--- src/rtl/csr_pkg.sv ---
// Shared CSR constants and sequencer state type for the machine-mode trap logic.
package csr_pkg;

  localparam logic [11:0] CSR_MSTATUS = 12'h300;
  localparam logic [11:0] CSR_MIE     = 12'h304;
  localparam logic [11:0] CSR_MEPC    = 12'h341;
  localparam logic [11:0] CSR_MIP     = 12'h344;

  localparam int unsigned MSTATUS_MIE    = 3;
  localparam int unsigned MSTATUS_MPIE   = 7;
  localparam int unsigned MSTATUS_MPP_HI = 12;
  localparam int unsigned MSTATUS_MPP_LO = 11;
  localparam int unsigned MIE_MEIE       = 11;

  typedef enum logic [3:0] {
    IDLE,
    T_ST,
    T_IE,
    T_EPC,
    T_WST,
    MR_EPC,
    MR_ST,
    MR_WST,
    REDIR
  } seq_state_e;

  // mstatus image written on trap entry: MPIE <- MIE, MIE <- 0, MPP <- M.
  function automatic logic [31:0] trap_mstatus(input logic [31:0] st);
    logic [31:0] r;
    r = st;
    r[MSTATUS_MPIE] = st[MSTATUS_MIE];
    r[MSTATUS_MIE]  = 1'b0;
    r[MSTATUS_MPP_HI:MSTATUS_MPP_LO] = 2'b11;
    return r;
  endfunction

  // mstatus image written on mret: MIE <- MPIE, MPIE <- 1, MPP <- U.
  function automatic logic [31:0] mret_mstatus(input logic [31:0] st);
    logic [31:0] r;
    r = st;
    r[MSTATUS_MIE]  = st[MSTATUS_MPIE];
    r[MSTATUS_MPIE] = 1'b1;
    r[MSTATUS_MPP_HI:MSTATUS_MPP_LO] = 2'b00;
    return r;
  endfunction

endpackage

--- src/rtl/csr_trap_seq.sv ---
// Trap entry / mret sequencer driving the machine-mode CSR file port.
module csr_trap_seq
  import csr_pkg::*;
#(
  parameter logic [31:0] MTVEC       = 32'h0000_0100,
  parameter int unsigned RECHECK_GAP = 8
) (
  input  logic        clk,
  input  logic        rst,
  input  logic        irq,
  input  logic        mret,
  input  logic [31:0] pc,
  output logic [11:0] csr_addr,
  output logic [31:0] csr_wdata,
  output logic        csr_rd,
  output logic        csr_wr,
  input  logic [31:0] csr_rdata,
  output logic        stall,
  output logic        busy,
  output logic        redirect,
  output logic [31:0] redirect_pc
);

  seq_state_e  state, state_n;
  logic [31:0] pc_q, st_q, epc_q;
  logic [7:0]  gap_cnt;
  logic        accept, reject;

  assign accept = rst && (state == IDLE) && (mret || (irq && (gap_cnt == '0)));
  assign reject = ((state == T_ST) && !csr_rdata[MSTATUS_MIE]) ||
                  ((state == T_IE) && !csr_rdata[MIE_MEIE]);
  assign stall  = busy || accept;

  // Next-state selection
  always_comb begin
    state_n = state;
    unique case (state)
      IDLE:    if (mret) state_n = MR_EPC;
               else if (irq && (gap_cnt == '0)) state_n = T_ST;
      T_ST:    state_n = csr_rdata[MSTATUS_MIE] ? T_IE : IDLE;
      T_IE:    state_n = csr_rdata[MIE_MEIE] ? T_EPC : IDLE;
      T_EPC:   state_n = T_WST;
      T_WST:   state_n = REDIR;
      MR_EPC:  state_n = MR_ST;
      MR_ST:   state_n = MR_WST;
      MR_WST:  state_n = REDIR;
      REDIR:   state_n = IDLE;
      default: state_n = IDLE;
    endcase
  end

  // State, captured CSR values, gap counter and registered port outputs.
  // Outputs are decoded from state_n so they line up with the state they belong to;
  // the mret write image is built from csr_rdata because st_q loads on that same edge.
  always_ff @(posedge clk) begin
    if (!rst) begin
      state       <= IDLE;
      pc_q        <= '0;
      st_q        <= '0;
      epc_q       <= '0;
      gap_cnt     <= '0;
      csr_addr    <= '0;
      csr_wdata   <= '0;
      csr_rd      <= 1'b0;
      csr_wr      <= 1'b0;
      busy        <= 1'b0;
      redirect    <= 1'b0;
      redirect_pc <= '0;
    end else begin
      state <= state_n;
      if (accept) pc_q <= pc;
      if ((state == T_ST) || (state == MR_ST)) st_q <= csr_rdata;
      if (state == MR_EPC) epc_q <= csr_rdata;
      if (reject) gap_cnt <= 8'(RECHECK_GAP);
      else if (gap_cnt != '0) gap_cnt <= gap_cnt - 8'd1;

      csr_addr    <= '0;
      csr_wdata   <= '0;
      csr_rd      <= 1'b0;
      csr_wr      <= 1'b0;
      redirect    <= 1'b0;
      redirect_pc <= '0;
      busy        <= (state_n != IDLE);
      unique case (state_n)
        T_ST:   begin csr_rd <= 1'b1; csr_addr <= CSR_MSTATUS; end
        T_IE:   begin csr_rd <= 1'b1; csr_addr <= CSR_MIE; end
        T_EPC:  begin csr_wr <= 1'b1; csr_addr <= CSR_MEPC; csr_wdata <= pc_q; end
        T_WST:  begin csr_wr <= 1'b1; csr_addr <= CSR_MSTATUS; csr_wdata <= trap_mstatus(st_q); end
        MR_EPC: begin csr_rd <= 1'b1; csr_addr <= CSR_MEPC; end
        MR_ST:  begin csr_rd <= 1'b1; csr_addr <= CSR_MSTATUS; end
        MR_WST: begin csr_wr <= 1'b1; csr_addr <= CSR_MSTATUS; csr_wdata <= mret_mstatus(csr_rdata); end
        REDIR:  begin
          redirect    <= 1'b1;
          redirect_pc <= (state == T_WST) ? MTVEC : epc_q;
        end
        default: ;
      endcase
    end
  end

endmodule

--- config.mk ---
export PLATFORM = sky130hd
export DESIGN_NAME = csr_trap_seq
export DESIGN_NICKNAME = d
export VERILOG_FILES = /design/src/rtl/csr_pkg.sv /design/src/rtl/csr_trap_seq.sv
export SDC_FILE = /design/constraint.sdc
export NUM_CORES = 1
export LEC_CHECK = 0
export CORE_UTILIZATION = 52
export CTS_BUF_LIST = sky130_fd_sc_hd__clkbuf_2 sky130_fd_sc_hd__clkbuf_4 sky130_fd_sc_hd__clkbuf_8
export DETAILED_ROUTE_END_ITERATION = 7
export GPL_TIMING_DRIVEN = 0
export PLACE_DENSITY = 0.82
export REMOVE_ABC_BUFFERS = 1
export SKIP_CTS_REPAIR_TIMING = 1
export SLEW_MARGIN = 20
export SYNTH_ARGS = -nofsm -noshare
export SYNTH_HDL_FRONTEND = slang
export SYNTH_SLANG_ARGS = --single-unit
--- constraint.sdc ---
create_clock -name clk -period 2.3 [get_ports clk]
set_input_delay 0.46 -clock clk [delete_from_list [all_inputs] [get_ports clk]]
set_output_delay 0.46 -clock clk [all_outputs]
set_load 0.05 [all_outputs]
==> results.json, run 1 <==
{
  "p_leak_nw": 3.13,
  "violations": "negative setup slack",
  "maxCapViolCount": 0,
  "synth.top_cell.area_share_pct": 54.8,
  "cp_max_fo": 5,
  "dpl.cell_count": 920,
  "holdCritPathClass": "register to register",
  "die-height_um": 113,
  "rsz0062_at_grt": "true",
  "post-route-min-period_ps": 2680,
  "ir_drop_v": 0.000848,
  "synth.area.mux_share_pct": 9.49,
  "synth_xor_xnor_area_share_pct": 1.09,
  "drt_iter0_drc": 466,
  "port_buffers": 141,
  "grt.total_usage_pct": 25.2,
  "synth_seq_area_share_pct": 54.8,
  "cts-root-buf": "clkbuf_8",
  "drc": 0,
  "setup_viol": 13,
  "period_share_pct": 116,
  "wl_per_cell_um": 16.3,
  "clock_skew_ps": 11.7,
  "yosys.area.top_type": "dfxtp_1",
  "synth_area_um2": 6430,
  "cts_buffer_depth": 2,
  "synthSimpleGateAreaFrac_pct": 18.1,
  "hpwl_um": 10300,
  "cp-start-kind": "register",
  "globalplace.congestion": 0.776,
  "synthCells": 672,
  "overflow": 0,
  "critPathMaxStageDelay_ps": 560,
  "hold_viol": 0,
  "crit_path_end_kind": "output pin",
  "grt_pass1_wl_um": 24800,
  "insertion_delay_ps": 460,
  "cts_max_level": 4,
  "die-area_um2": 12800,
  "timing.final.ws_setup_ps": -379,
  "crit_type": "register to output pin",
  "die_w_um": 113,
  "cts_tree": "done",
  "cts_buffers": 17,
  "ys.flop_type": "dfxtp_1",
  "rows": 40,
  "n_antenna_cell": 0,
  "synth_most_common_cell": "dfxtp_1",
  "reg2regPathDepth": 7,
  "num_io_pins": 149,
  "drive_gt1_share_pct": 8.86,
  "slew_viol_final": 0,
  "initial_core_util_pct": 53.6,
  "antenna_found_initial": 0,
  "ant_nets": 0,
  "synth_commonest_cells": "dfxtp_1 (176), nand2_1 (133), nor2_1 (76)",
  "finalNetCount": 870,
  "crit_start": "gap_cnt[2]",
  "slowest_stage": "or4_4",
  "ys_types": 47,
  "via_per_inst": 5.43,
  "vias": 5212,
  "rrSetupSlack_ps": -130,
  "firstDrtPassIters": 7,
  "cellPowerDensity_nw_per_um2": 928,
  "clk_pin_slew_ps": 80,
  "fmax_mhz": 373,
  "synth_area_leaders": "dfxtp_1 (55%), mux2i_1 (9.5%), nand2_1 (7.8%), nor2_1 (4.4%), a222oi_1 (4.4%)",
  "ys_seq_elements": 176,
  "p_total_mw": 7.83,
  "synth_warnings": 0,
  "r2r_start": "state[0]",
  "worstMarginPinSlew_ps": 763,
  "synth_async_sr_flop_share_pct": 0,
  "status": "finished with violations",
  "synth_top_family_by_area": "simple AND/OR/NAND/NOR gates",
  "grt_max_degree": 74,
  "drt-total-wl_um": 15700,
  "setup.worst_path.end": "stall",
  "worstPathArrival_ps": 2220,
  "grt_pass1_vias": 5127,
  "synth-adder-area-share_pct": 0.389,
  "numClockSinks": 176,
  "fp.coreArea_um2": 12000,
  "synth_edf_count": 0,
  "area_growth_pct": 31.2,
  "slew_headroom_pct": 49.1,
  "avgSynthCellArea_um2": 9.57,
  "regToRegEndpoint": "csr_wdata[31]",
  "fin_cells": 960,
  "synth-compound-area-share_pct": 10.2,
  "worst_ep_required_time_ps": 1840,
  "worstPathCellList": "or4_4 > nor4_4 > o21a_4 > a21o_1 > buf_6"
}
==> state kept, by name, summed over array words and instances, names as in the netlist, 3 cells and up <==
signal,cells
pc_q,32
redirect_pc,32
state,4
csr_wdata,32
st_q,29
csr_addr,3
epc_q,32
gap_cnt,8
==> how the worst min path moves through the flow <==
stage              start               to  slack (ps)  cells after the start
2_1_floorplan   epc_q[0]   redirect_pc[0]         430                      1
3_3_place_gp   epc_q[26]  redirect_pc[26]         430                      1
3_5_place_dp    epc_q[7]   redirect_pc[7]         440                      1
4_1_cts         epc_q[6]         epc_q[6]         450                      2
5_1_grt         epc_q[5]         epc_q[5]         470                      2
6_report       epc_q[21]        epc_q[21]         450                      2
==> metal layers <==
layer | wire length (um) | track usage [%] | vias to the layer above
li1 | - | - | 2512
met4 | 380 | 12.0 | 0
met1 | 6300 | 28.8 | 2480
met3 | 1010 | 6.37 | 27
met2 | 8000 | 43.9 | 193
met5 | 0 | 0 | -
==> metrics by stage <==
stage / setup slack [ps] / hold slack (ps) / TNS (ps) / area [um2] / utilization [%]
2_1_floorplan: -1190 / 430 / -77370 / 6110 / -
3_3_place_gp: -5150 / 435 / -434870 / 7700 / 64.1
3_5_place_dp: -1050 / 437 / -8020 / 7960 / 66.3
4_1_cts: -1470 / 455 / -7080 / 8370 / 69.7
5_1_grt: -463 / 472 / -4550 / 8440 / 70.3
6_report: -379 / 451 / -1750 / 8440 / 70.3
==> cell usage in the layout, fill, tap and decap left out, types with 2 or more instances in the layout <==
cell	instances
inv_1	8
mux2i_1	61
a2111oi_0	2
nor3_1	3
inv_6	4
buf_6	5
dfxtp_1	174
xor2_1	2
nor3b_1	3
nand3b_1	2
a21o_1	2
a21oi_1	39
clkbuf_4	2
buf_8	2
nand2_1	133
clkinv_2	2
dfxtp_2	2
xnor2_1	6
ha_1	2
nor4_1	2
conb_1	7
nor2_1	75
buf_16	4
a222oi_1	28
clkdlybuf4s50_1	139
a211oi_1	4
or3b_2	2
a22oi_1	2
buf_4	13
and2_1	33
clkinvlp_4	3
o21ai_0	2
bufinv_16	2
clkbuf_8	19
==> cell families after synthesis <==
kind of cell,Yosys count
XOR/XNOR,8
adder cells (fa/ha/maj),2
buffers and inverters,69
AO/OA/AOI/OAI,90
flip-flops,176
other,1
AND/OR/NAND/NOR,265
multiplexers,61
==> power by group <==
part	switching (mW)	leakage (nW)	total [mW]	internal, mW
sequential	0.256	1.43	3.65	3.39
clock	1.09	0.200	2.15	1.06
combinational	1.09	1.50	2.03	0.940
==> layout make-up <==
type	count	area [um2]
Fill cell	888	3570
Sequential cell	176	3530
Multi-Input combinational cell	433	2610
Timing Repair Buffer	163	1690
Clock buffer	21	277
Tap cell	147	184
Clock inverter	11	128
Inverter	9	36.3
==> worst max-delay path: cells and delay by family (launching register included) <==
kind	cells	cell delay, ps
AOI/OAI and AO/OA	2	370
buffers and inverters	1	150
DFF	1	350
and+or+nand+nor	2	890
No activity file was read; power rests on OpenSTA's default activity.
==> run 2, diff against run 1 <==
PLACE_DENSITY = 0.89   (was 0.82)
==> run 2 against run 1 <==
Against the previous run: the run still ends with negative setup slack left; cell count is 0.10% higher; clock-buffer cell count unchanged; power up 2.2%; critical path depth unchanged; routed wire length increased by 3.7%; final area up 0.24%; die area did not move; sequential power barely moved; setup slack worse by 36 ps; clock power rose by 2%; highest routed layer unchanged.
==> results.json, run 2 (synthesis results as in run 1) <==
{
  "status": "finished with violations",
  "violations": "negative setup slack",
  "drc": 0,
  "worstMarginPinSlew_ps": 788,
  "layout_commonest_cell": "dfxtp_1",
  "firstDrtPassIters": 8,
  "insertion_delay_ps": 460,
  "hpwl_um": 10300,
  "critPathMaxStageDelay_ps": 570,
  "setup_viol": 18,
  "fmax_mhz": 368,
  "cts_max_level": 4,
  "worstPathCellList": "or4_4 > nor4_4 > o21a_4 > a21o_1 > buf_6",
  "slew_viol_final": 0,
  "finalNetCount": 873,
  "maxCapViolCount": 0,
  "drive_gt1_share_pct": 9.34,
  "globalplace.congestion": 0.786,
  "cts_buffers": 17,
  "num_io_pins": 149,
  "worstPathArrival_ps": 2260,
  "drt-total-wl_um": 16300,
  "p_total_mw": 8.00,
  "area_growth_pct": 31.5,
  "cellPowerDensity_nw_per_um2": 946,
  "overflow": 0,
  "cts-root-buf": "clkbuf_8",
  "timing.final.ws_setup_ps": -415,
  "hold_viol": 0,
  "period_share_pct": 118,
  "grt_pass1_wl_um": 24500,
  "clock_skew_ps": 10.9,
  "cp_max_fo": 6,
  "wl_per_cell_um": 16.9,
  "cp-start-kind": "register",
  "numClockSinks": 176,
  "rows": 40,
  "p_leak_nw": 3.14,
  "crit_path_end_kind": "output pin",
  "finalSetupTns_ps": -1450,
  "die-height_um": 113,
  "n_antenna_cell": 0,
  "fin_hold_ws_ps": 453,
  "initial_core_util_pct": 53.6,
  "placed_cell_area_um2": 7890,
  "drt_iter0_drc": 591,
  "ant_nets": 0,
  "slew_headroom_pct": 47.5,
  "via_per_inst": 5.52,
  "holdCritPathClass": "register to register",
  "cts_tree": "done",
  "die_w_um": 113,
  "vias": 5305,
  "rsz0062_at_grt": "true",
  "grt_max_degree": 74,
  "antenna_found_initial": 0,
  "stdcell_area_um2": 8460,
  "ir_drop_v": 0.000439,
  "cts_buffer_depth": 2,
  "grt.total_usage_pct": 24.8,
  "slowest_stage": "or4_4",
  "clk_pin_slew_ps": 80,
  "post-route-min-period_ps": 2720,
  "final_cell_mix": "dfxtp_1 (172), clkdlybuf4s50_1 (139), nand2_1 (133)",
  "grt_pass1_vias": 5114,
  "fp.coreArea_um2": 12000,
  "crit_type": "register to output pin",
  "die-area_um2": 12800,
  "port_buffers": 141,
  "worst_ep_required_time_ps": 1840
}
## run 2: changes by cell type in the layout (fill, tap and decap cells not counted), sizes merged
cell	before	now
clkinvlp	3	2
clkinv	2	3
buf	24	26
inv	13	10
o21a	1	2
bufinv	2	3
## run 2: path summary, 6_finish.rpt
path | from | end | slack, ps | cells after the start
worst min-delay path | epc_q[23] | redirect_pc[23] | 450 | 1
worst max register to register | gap_cnt[5] | pc_q[17] | -70 | 5
worst min register to register | epc_q[23] | redirect_pc[23] | 450 | 1
worst max-delay path | gap_cnt[5] | stall | -420 | 5
## run 2: critical path: cells and delay by family, from the launching register on
family / cells / cell delay (ps)
buffers and inverters: 1 / 160
and+or+nand+nor: 2 / 940
DFF: 1 / 330
AOI/OAI and AO/OA: 2 / 370
## run 2: routing by layer
metal | GRT usage, % | vias up | routed length (um)
li1 | - | 2517 | -
met1 | 27.6 | 2486 | 6380
met2 | 43.7 | 255 | 8340
met3 | 5.68 | 47 | 1060
met4 | 13.8 | 0 | 484
met5 | 0 | - | 0
## run 2: report_power, final
group / total [mW] / switching [mW] / internal [mW]
Sequential: 3.65 / 0.261 / 3.39
Clock: 2.19 / 1.03 / 1.16
Combinational: 2.15 / 1.17 / 0.981
## run 2: metrics by stage
| stage | cells | setup WS, ps | utilization (%) |
|---|---|---|---|
| after floorplan | 618 | -1190 | - |
| after global placement | 906 | -4820 | 64.1 |
| after detailed placement | 917 | -1130 | 65.7 |
| after CTS | 947 | -1520 | 69.1 |
| after global routing | 961 | -464 | 70.4 |
| final | 961 | -415 | 70.4 |
## run 2: area by class of cell
| class | instances | area (um2) |
|---|---|---|
| clock buffers | 21 | 283 |
| well taps | 147 | 184 |
| inverters | 9 | 36.3 |
| fillers | 850 | 3550 |
| repair buffers | 165 | 1670 |
| flip-flops and latches | 176 | 3530 |
| multi-input cells | 434 | 2630 |
| clock inverters | 9 | 133 |
==> run 3, diff against run 2 <==
GPL_TIMING_DRIVEN = unset   (was 0)
==> run 3 against run 2 <==
Against the previous run: the flow still finishes with violations (negative setup slack); clock power shrank 9%; clock skew rose by 1.3 ps; core utilization is 0.98 points lower; sequential share of layout area rose by 0.56 points; clock-buffer cell count fell by 3; final area down 1.4%; routed wire length down 2.0%; non-clock buffer count unchanged; critical path type unchanged.
==> results.json, run 3 (synthesis results as in run 1) <==
{
  "status": "finished with violations",
  "violations": "negative setup slack",
  "firstDrtPassIters": 7,
  "port_buffers": 141,
  "fp.coreArea_um2": 12000,
  "finalCoreUtilization_pct": 69.5,
  "initial_core_util_pct": 53.6,
  "stdcell_area_um2": 8340,
  "worstMarginPinSlew_ps": 627,
  "die-area_um2": 12800,
  "vias": 5267,
  "pre_cts_ws_ps": 81.9,
  "post-route-min-period_ps": 2630,
  "grt_pass1_vias": 5201,
  "rrSetupSlack_ps": 200,
  "antenna_found_initial": 1,
  "clock_skew_ps": 12.2,
  "drc": 0,
  "fill_cells": 893,
  "period_share_pct": 114,
  "cts-root-buf": "clkbuf_8",
  "grt_pass1_wl_um": 25100,
  "crit_start": "gap_cnt[5]",
  "fin_hold_ws_ps": 359,
  "grt.total_usage_pct": 25.3,
  "holdPathEnd": "csr_rd",
  "r2r_start": "gap_cnt[5]",
  "crit_path_end_kind": "output pin",
  "overflow": 0,
  "worstHoldStart": "rst",
  "cp-start-kind": "register",
  "layout_commonest_cell": "dfxtp_1",
  "cp_max_fo": 3,
  "cts_tree": "done",
  "die_w_um": 113,
  "wl_per_cell_um": 16.6,
  "drt-total-wl_um": 15900,
  "ir_drop_v": 0.000498,
  "maxCapViolCount": 0,
  "cts_buffer_depth": 2,
  "holdCritPathClass": "primary input to register",
  "area_growth_pct": 29.7,
  "worstPathArrival_ps": 2170,
  "cts_buffers": 17,
  "placed_cell_area_um2": 7950,
  "cts_max_level": 4,
  "setup_viol": 1,
  "grt_max_degree": 47,
  "drive_gt1_share_pct": 8.96,
  "hold_viol": 0,
  "worst_ep_required_time_ps": 1840,
  "rows": 40,
  "fin_cells": 963,
  "cellPowerDensity_nw_per_um2": 914,
  "num_io_pins": 149,
  "die-height_um": 113,
  "reg2regPathDepth": 6,
  "numClockSinks": 176,
  "slew_headroom_pct": 57.1,
  "hpwl_um": 11000,
  "timing.final.ws_setup_ps": -327,
  "slew_viol_final": 0,
  "ant_nets": 0,
  "drt_iter0_drc": 457,
  "finalNetCount": 872,
  "p_total_mw": 7.63,
  "regToRegEndpoint": "pc_q[14]",
  "crit_type": "register to output pin",
  "final_cell_mix": "dfxtp_1 (174), clkdlybuf4s50_1 (139), nand2_1 (133)",
  "clk_pin_slew_ps": 90,
  "finalSetupTns_ps": -327,
  "via_per_inst": 5.47,
  "insertion_delay_ps": 460,
  "fmax_mhz": 381,
  "globalplace.congestion": 0.847,
  "dpl.cell_count": 928,
  "rsz0062_at_grt": "true",
  "whs_path_depth": 2,
  "p_leak_nw": 3.10
}
[run 3: worst max-delay path, cell delays in order, from the launching register on]
cell	delay, ps
dfxtp_2	350
or4_4	570
nor4_4	300
o21a_2	190
a21o_1	150
buf_12	140
[run 3: final cells by class]
class	instances	area (um2)	area share, %
Tap cell	147	184	2.20
Inverter	9	33.8	0.405
Clock buffer	18	248	2.97
Antenna cell	1	2.50	0.0300
Multi-Input combinational cell	433	2590	31.0
Clock inverter	14	126	1.51
Sequential cell	176	3530	42.3
Timing Repair Buffer	165	1630	19.6
[run 3: worst max path at each step]
stage | end | slack [ps] | depth (start not counted)
2_1_floorplan | csr_wdata[0] | -1190 | 4
3_3_place_gp | stall | 90 | 6
3_5_place_dp | stall | 80 | 6
4_1_cts | stall | -340 | 5
5_1_grt | stall | -380 | 5
6_report | stall | -330 | 5
[run 3: routing by layer]
metal	share of wire, %	track usage, %
met2	52	45.4
met5	0	0
met3	6.3	6.21
met1	39	27.5
met4	3.1	13.5
[run 3: power breakdown]
part / switching (mW) / total (mW) / internal (mW)
sequential: 0.262 / 3.65 / 3.39
combinational: 1.09 / 1.97 / 0.883
clock: 1.19 / 2.00 / 0.816
